--- src/rtl/keypad_pkg.sv ---
// Shared definitions for the keypad scanner: row drive patterns, FSM states,
// frame classification and small combinational helpers.
package keypad_pkg;

  localparam logic [3:0] ROW0 = 4'b1110;
  localparam logic [3:0] ROW1 = 4'b1101;
  localparam logic [3:0] ROW2 = 4'b1011;
  localparam logic [3:0] ROW3 = 4'b0111;

  typedef enum logic [1:0] {
    IDLE     = 2'd0,
    DEBOUNCE = 2'd1,
    PRESSED  = 2'd2,
    RELEASE  = 2'd3
  } state_t;

  typedef enum logic [1:0] {
    CLS_NONE   = 2'd0,
    CLS_SINGLE = 2'd1,
    CLS_MULTI  = 2'd2
  } frame_class_t;

  function automatic logic [3:0] row_drive(input logic [1:0] idx);
    logic [3:0] drv;
    case (idx)
      2'd0:    drv = ROW0;
      2'd1:    drv = ROW1;
      2'd2:    drv = ROW2;
      default: drv = ROW3;
    endcase
    return drv;
  endfunction

  function automatic logic [2:0] popcount4(input logic [3:0] v);
    return 3'(v[0]) + 3'(v[1]) + 3'(v[2]) + 3'(v[3]);
  endfunction

  function automatic logic [1:0] lowest_set(input logic [3:0] v);
    logic [1:0] idx;
    if (v[0])      idx = 2'd0;
    else if (v[1]) idx = 2'd1;
    else if (v[2]) idx = 2'd2;
    else           idx = 2'd3;
    return idx;
  endfunction

endpackage

--- src/rtl/keypad_row_driver.sv ---
// Row scanner: divider, one-hot-low row rotation, column synchronizer and
// per-frame NONE/SINGLE/MULTI classification with a one-cycle frame_done strobe.
module keypad_row_driver
  import keypad_pkg::*;
#(
  parameter int SCAN_DIV = 2500
) (
  input  logic         clock,
  input  logic         reset,
  input  logic [3:0]   keypad_col,
  output logic [3:0]   keypad_row,
  output logic         frame_done,
  output frame_class_t frame_class,
  output logic [3:0]   frame_code
);

  localparam int DIV_W = (SCAN_DIV > 1) ? $clog2(SCAN_DIV) : 1;
  localparam logic [DIV_W-1:0] DIV_LAST = DIV_W'(SCAN_DIV - 1);

  logic [DIV_W-1:0] div_cnt;
  logic [1:0]       row_idx;
  logic [3:0]       col_meta;
  logic [3:0]       col_sync;
  logic [1:0]       acc_cnt;
  logic [3:0]       acc_code;

  logic             sample_en;
  logic [3:0]       row_low;
  logic [2:0]       row_n;
  logic [2:0]       sum;
  logic [1:0]       sum_sat;
  logic [3:0]       code_next;
  frame_class_t     class_next;

  assign sample_en = (div_cnt == DIV_LAST);
  assign row_low   = ~col_sync;
  assign row_n     = popcount4(row_low);
  assign sum       = {1'b0, acc_cnt} + row_n;

  // Key count is kept saturated at 2: anything beyond one key is MULTI.
  always_comb begin
    sum_sat    = (sum >= 3'd2) ? 2'd2 : sum[1:0];
    code_next  = (acc_cnt == 2'd0 && row_n == 3'd1) ? {row_idx, lowest_set(row_low)} : acc_code;
    class_next = CLS_NONE;
    case (sum_sat)
      2'd0:    class_next = CLS_NONE;
      2'd1:    class_next = CLS_SINGLE;
      default: class_next = CLS_MULTI;
    endcase
  end

  always_ff @(posedge clock or negedge reset) begin
    if (!reset) begin
      col_meta    <= 4'b1111;
      col_sync    <= 4'b1111;
      div_cnt     <= '0;
      row_idx     <= '0;
      keypad_row  <= ROW0;
      acc_cnt     <= '0;
      frame_done  <= 1'b0;
      frame_class <= CLS_NONE;
    end else begin
      col_meta   <= keypad_col;
      col_sync   <= col_meta;
      frame_done <= 1'b0;
      if (sample_en) begin
        div_cnt    <= '0;
        row_idx    <= row_idx + 2'd1;
        keypad_row <= row_drive(row_idx + 2'd1);
        if (row_idx == 2'd3) begin
          frame_done  <= 1'b1;
          frame_class <= class_next;
          acc_cnt     <= '0;
        end else begin
          acc_cnt <= sum_sat;
        end
      end else begin
        div_cnt <= div_cnt + DIV_W'(1);
      end
    end
  end

  // Code registers are only meaningful alongside a SINGLE count, so no reset.
  always_ff @(posedge clock) begin
    if (sample_en) begin
      if (row_idx == 2'd3) frame_code <= code_next;
      else                 acc_code   <= code_next;
    end
  end

endmodule

--- src/rtl/keypad_scan_debounce.sv ---
// 4x4 keypad front end: frame-based debounce FSM producing one key_valid pulse
// per physical press, plus held and multi-key indications.
module keypad_scan_debounce
  import keypad_pkg::*;
#(
  parameter int SCAN_DIV        = 2500,
  parameter int DEBOUNCE_FRAMES = 4
) (
  input  logic       clock,
  input  logic       reset,
  input  logic [3:0] keypad_col,
  output logic [3:0] keypad_row,
  output logic       key_valid,
  output logic [3:0] key_code,
  output logic       key_held,
  output logic       multi_key
);

  localparam int FW = $clog2(DEBOUNCE_FRAMES + 1);
  localparam logic [FW-1:0] FCNT_MAX = FW'(DEBOUNCE_FRAMES);

  logic         frame_done;
  frame_class_t frame_class;
  logic [3:0]   frame_code;

  state_t       state;
  logic [FW-1:0] fcnt;
  logic [FW-1:0] fcnt_inc;
  logic         last_frame;
  logic [3:0]   cand;

  keypad_row_driver #(
    .SCAN_DIV(SCAN_DIV)
  ) u_row_driver (
    .clock      (clock),
    .reset      (reset),
    .keypad_col (keypad_col),
    .keypad_row (keypad_row),
    .frame_done (frame_done),
    .frame_class(frame_class),
    .frame_code (frame_code)
  );

  assign fcnt_inc   = (fcnt == FCNT_MAX) ? fcnt : fcnt + FW'(1);
  assign last_frame = (fcnt_inc == FCNT_MAX);

  always_ff @(posedge clock or negedge reset) begin
    if (!reset) begin
      state     <= IDLE;
      fcnt      <= '0;
      key_valid <= 1'b0;
      key_code  <= 4'd0;
      key_held  <= 1'b0;
      multi_key <= 1'b0;
    end else begin
      key_valid <= 1'b0;
      multi_key <= 1'b0;
      if (frame_done) begin
        multi_key <= (frame_class == CLS_MULTI);
        case (state)
          IDLE: begin
            if (frame_class == CLS_SINGLE) begin
              fcnt  <= FW'(1);
              state <= DEBOUNCE;
            end
          end
          DEBOUNCE: begin
            if (frame_class == CLS_SINGLE && frame_code == cand) begin
              if (last_frame) begin
                state     <= PRESSED;
                fcnt      <= '0;
                key_valid <= 1'b1;
                key_code  <= cand;
                key_held  <= 1'b1;
              end else begin
                fcnt <= fcnt_inc;
              end
            end else begin
              state <= IDLE;
              fcnt  <= '0;
            end
          end
          // Any key activity while pressed is ignored; a new event needs a full release.
          PRESSED: begin
            if (frame_class == CLS_NONE) begin
              state <= RELEASE;
              fcnt  <= FW'(1);
            end
          end
          RELEASE: begin
            if (frame_class == CLS_NONE) begin
              if (last_frame) begin
                state    <= IDLE;
                fcnt     <= '0;
                key_held <= 1'b0;
              end else begin
                fcnt <= fcnt_inc;
              end
            end else begin
              state <= PRESSED;
              fcnt  <= '0;
            end
          end
          default: begin
            state <= IDLE;
            fcnt  <= '0;
          end
        endcase
      end
    end
  end

  always_ff @(posedge clock) begin
    if (frame_done && state == IDLE && frame_class == CLS_SINGLE) cand <= frame_code;
  end

endmodule

--- config.mk ---
export PLATFORM = sky130hd
export DESIGN_NAME = keypad_scan_debounce
export DESIGN_NICKNAME = d
export VERILOG_FILES = /design/src/rtl/keypad_pkg.sv /design/src/rtl/keypad_row_driver.sv /design/src/rtl/keypad_scan_debounce.sv
export SDC_FILE = /design/constraint.sdc
export NUM_CORES = 1
export LEC_CHECK = 0
export BUFFER_PORTS_ARGS = -buffer_cell sky130_fd_sc_hd__buf_2
export CAP_MARGIN = 30
export CORE_MARGIN = 4
export CORE_UTILIZATION = 45
export CTS_BUF_LIST = sky130_fd_sc_hd__clkbuf_16
export CTS_CLUSTER_SIZE = 20
export DETAILED_ROUTE_END_ITERATION = 6
export MAX_ROUTING_LAYER = met4
export PLACE_DENSITY = 0.6
export SLEW_MARGIN = 20
export SYNTH_ARGS = -nofsm -noshare
export SYNTH_HDL_FRONTEND = slang
export SYNTH_SLANG_ARGS = --single-unit
--- constraint.sdc ---
create_clock -name clock -period 4 [get_ports clock]
set_clock_uncertainty 0.1 [all_clocks]
set_input_delay 0.6 -clock clock [delete_from_list [all_inputs] [get_ports clock]]
set_output_delay 0.6 -clock clock [all_outputs]
set_load 0.05 [all_outputs]
==> results.tsv <==
stage	metric	value	unit
clocking	CTS Buf Count	5	
routing	Via density	5.13	
critical_path	CP bufs+invs	1	
clocking	Setup Fix Bufs, Post-CTS	0	
finish	share of post-route cells with drive strength above 1	23.7	%
critical_path	Crit. End Element	flop	
clocking	clock tree root driver cell	clkbuf_16	
grt	GR Util met2	24.4	%
logic_synthesis	count of cell types in the netlist	41	
logic_synthesis	syn_nets	218	
critical_path	CP startpoint	u_row_driver.col_sync[0]	
logic_synthesis	Synth Flop Type	dfrtp_1	
pwr	Pwr Density	362	mW/mm^2
sta	RSZ-0062 raised after global routing	no	
clocking	clk buf depth	2	
die	Die H	82.6	um
die	full die area	0.00681	mm^2
critical_path	R2R setup slack	0.86	ns
logic_synthesis	Yosys top cell by area	dfrtp_1	
grt	first-pass GRT wire length	7110	um
logic_synthesis	Mapped Cells	198	
sta	Max-slew headroom	42.8	%
finish	most common cell after layout, fill and taps aside	dfrtp_1	
flow_run	# Max-Cap Violations	0	
sta	Hold Fails Final Rpt	0	
routing	DRT Pass-1 Iters	4	
sta	setup violators final	0	
sta	final period utilization	78.5	%
pwr	VDD IR max	222	uV
finish	Layout area overhead	13.0	%
grt	GRT met3 Usage	3.25	%
place	placed cell count	283	
sta	f_max	318	MHz
grt	GRT Overall Usage	14.1	%
clocking	Hold Buf Count CTS	0	
logic_synthesis	sequential fraction of the synthesis area	58.0	%
logic_synthesis	Synth Register Bits	55	
routing	WL final	3980	um
place	Port Buffers	16	
grt	initial antenna violation count	0	
finish	Final nets	243	
critical_path	critical setup path kind	reg2reg	
routing	vias	1509	
logic_synthesis	Synth Warn #	0	
critical_path	critical path cell sequence	inv_1, ha_1, fa_1, ha_1, nor4_1, mux2_2	
die	Ports	17	
pwr	Pleak	1.25	nW
critical_path	Slowest-stage cell, CP	nor4_1	
sta	Slew Viols, Final	0	
sta	Final min period	3.14	ns
worst_hold_path	worst hold path type	in2async	
clocking	H-tree Lvls	2	
finish	most frequent cells in the layout	dfrtp_1, nand2_1, buf_2	
logic_synthesis	ranking of synthesized cells by area	dfrtp_1, edfxtp_1, dfstp_2, ha_1, xnor2_1	
finish	fin cells	294	
status	status	finished clean	
critical_path	CP delay by family, top	adder cells	
routing	Final ANT Viol Nets	0	
logic_synthesis	Mapped Avg Cell Area	12.6	um^2
clocking	CTS tree	built	
critical_path	required time of the critical path	3.93	ns
logic_synthesis	Synth async-reset ratio	78.2	%
critical_path	CP most frequent cell	ha_1	
critical_path	crit-path max FO	4	
critical_path	crit path DAT	3.07	ns
clocking	post-CTS sizing	0	
die	Initial Util	47.8	%
grt	grt met1 use	16.4	%
routing	Iter 0 DRT Violations	88	
finish	Diodes inserted	0	
die	core box area	0.00524	mm^2
grt	GRT overflow	0	
routing	DRC	0	
logic_synthesis	cell area after synthesis	0.00250	mm^2
critical_path	FF-to-FF End	u_row_driver.frame_code[3]	
grt	largest net degree at the start of global routing	44	
sta	Final TNS setup	0	ns
die	die width	82.6	um
clocking	clock sinks	55	
logic_synthesis	Post-synth EDFFs	12	
place	GP Congestion	0.766	
routing	DR WL/cell	13.6	um
critical_path	Worst setup SP type	flop	
sta	Least-Margin Pin Slew	0.850	ns
critical_path	reg2reg path depth	6	
clocking	clk_lat worst skew	0.28	ns
critical_path	slowest cell delay on critical path	0.76	ns
logic_synthesis	post-synth top area share	32.0	%
grt	GR peak layer	met2	
critical_path	R2R Path Start	u_row_driver.col_sync[0]	
place	Final HPWL DP	2900	um
grt	vias in the first global route	1531	
die	number of core rows	26	
clocking	Clock Pin Slew Worst Setup and Hold Paths	0.07	ns
[power breakdown]
part	internal (mW)	total (mW)	switching [mW]
Combinational	0.0156	0.0380	0.0224
Clock	0.226	0.401	0.175
Sequential	0.581	0.582	0.00148
Total	0.823	1.02	0.199
[layout make-up]
| class | instances | area, um^2 |
|---|---|---|
| clock inverters | 3 | 12.5 |
| inverters | 9 | 33.8 |
| well taps | 70 | 87.6 |
| repair buffers | 19 | 110 |
| multi-input cells | 133 | 1010 |
| clock buffers | 5 | 125 |
| flip-flops and latches | 55 | 1450 |
| fillers | 447 | 2410 |
[cell usage after synthesis, types with 5 or more instances]
| cell type | number |
|---|---|
| o21ai_0 | 7 |
| xor2_1 | 6 |
| ha_1 | 12 |
| inv_1 | 9 |
| o21ai_1 | 5 |
| dfstp_2 | 11 |
| nand3_1 | 7 |
| edfxtp_1 | 12 |
| dfrtp_1 | 32 |
| nor2_1 | 11 |
| mux2_2 | 5 |
| xnor2_1 | 10 |
| nand2b_1 | 6 |
| nand2_1 | 22 |
[layer usage]
layer | part of all wire (%) | up-vias | routed length [um]
li1 | - | 745 | -
met1 | 44 | 748 | 1770
met2 | 52 | 14 | 2070
met3 | 3.0 | 2 | 120
met4 | 0.63 | 0 | 25
met5 | 0 | - | 0
[per-stage QoR]
| step | total power, mW | area, um^2 | util, % | hold WS [ns] | setup slack [ns] |
|---|---|---|---|---|---|
| CTS | 1.04 | 2800 | 53.4 | 0.258 | 0.865 |
| finish | 1.02 | 2830 | 53.9 | 0.0866 | 0.858 |
| global route | 1.07 | 2830 | 53.9 | 0.0973 | 0.770 |
| floorplan | 0.613 | 2500 | - | 0.204 | 1.12 |
| detailed placement | 0.630 | 2660 | 50.7 | 0.248 | 0.860 |
| global placement | 0.627 | 2660 | 50.7 | 0.246 | 0.915 |
[sequential cells by signal, summed over array words and instances (netlist names), 2 cells and up]
| register | count |
|---|---|
| u_row_driver.div_cnt | 12 |
| cand | 4 |
| key_code | 4 |
| u_row_driver.acc_code | 4 |
| u_row_driver.col_meta | 4 |
| u_row_driver.col_sync | 4 |
| u_row_driver.frame_code | 4 |
| u_row_driver.keypad_row | 4 |
| fcnt | 3 |
| state | 2 |
| u_row_driver.acc_cnt | 2 |
| u_row_driver.frame_class | 2 |
| u_row_driver.row_idx | 2 |
[cells by family after synthesis]
kind of cell | synth area share, %
AO/OA/AOI/OAI | 6.70
XOR/XNOR | 5.60
AND/OR/NAND/NOR | 15.3
flip-flops | 58.0
multiplexers | 5.05
buffers and inverters | 1.80
adder cells (fa/ha/maj) | 7.60
[worst max-delay path by stage]
stage / to / slack [ns] / cells past startpoint
floorplan: u_row_driver.acc_code[3] / 1.12 / 6
global placement: u_row_driver.frame_code[3] / 0.92 / 6
detailed placement: u_row_driver.acc_code[3] / 0.86 / 6
CTS: u_row_driver.frame_code[3] / 0.87 / 6
global route: u_row_driver.frame_code[3] / 0.77 / 6
finish: u_row_driver.frame_code[3] / 0.86 / 6
[worst register-to-register path, delay by kind of cell, from the launching register on]
family,cells,cell delay (ns)
buffers and inverters,1,0.05
muxes,1,0.43
DFF,1,0.53
adders and majority gates,3,1.02
and+or+nand+nor,1,0.76
(Power assumes the default switching activity.)
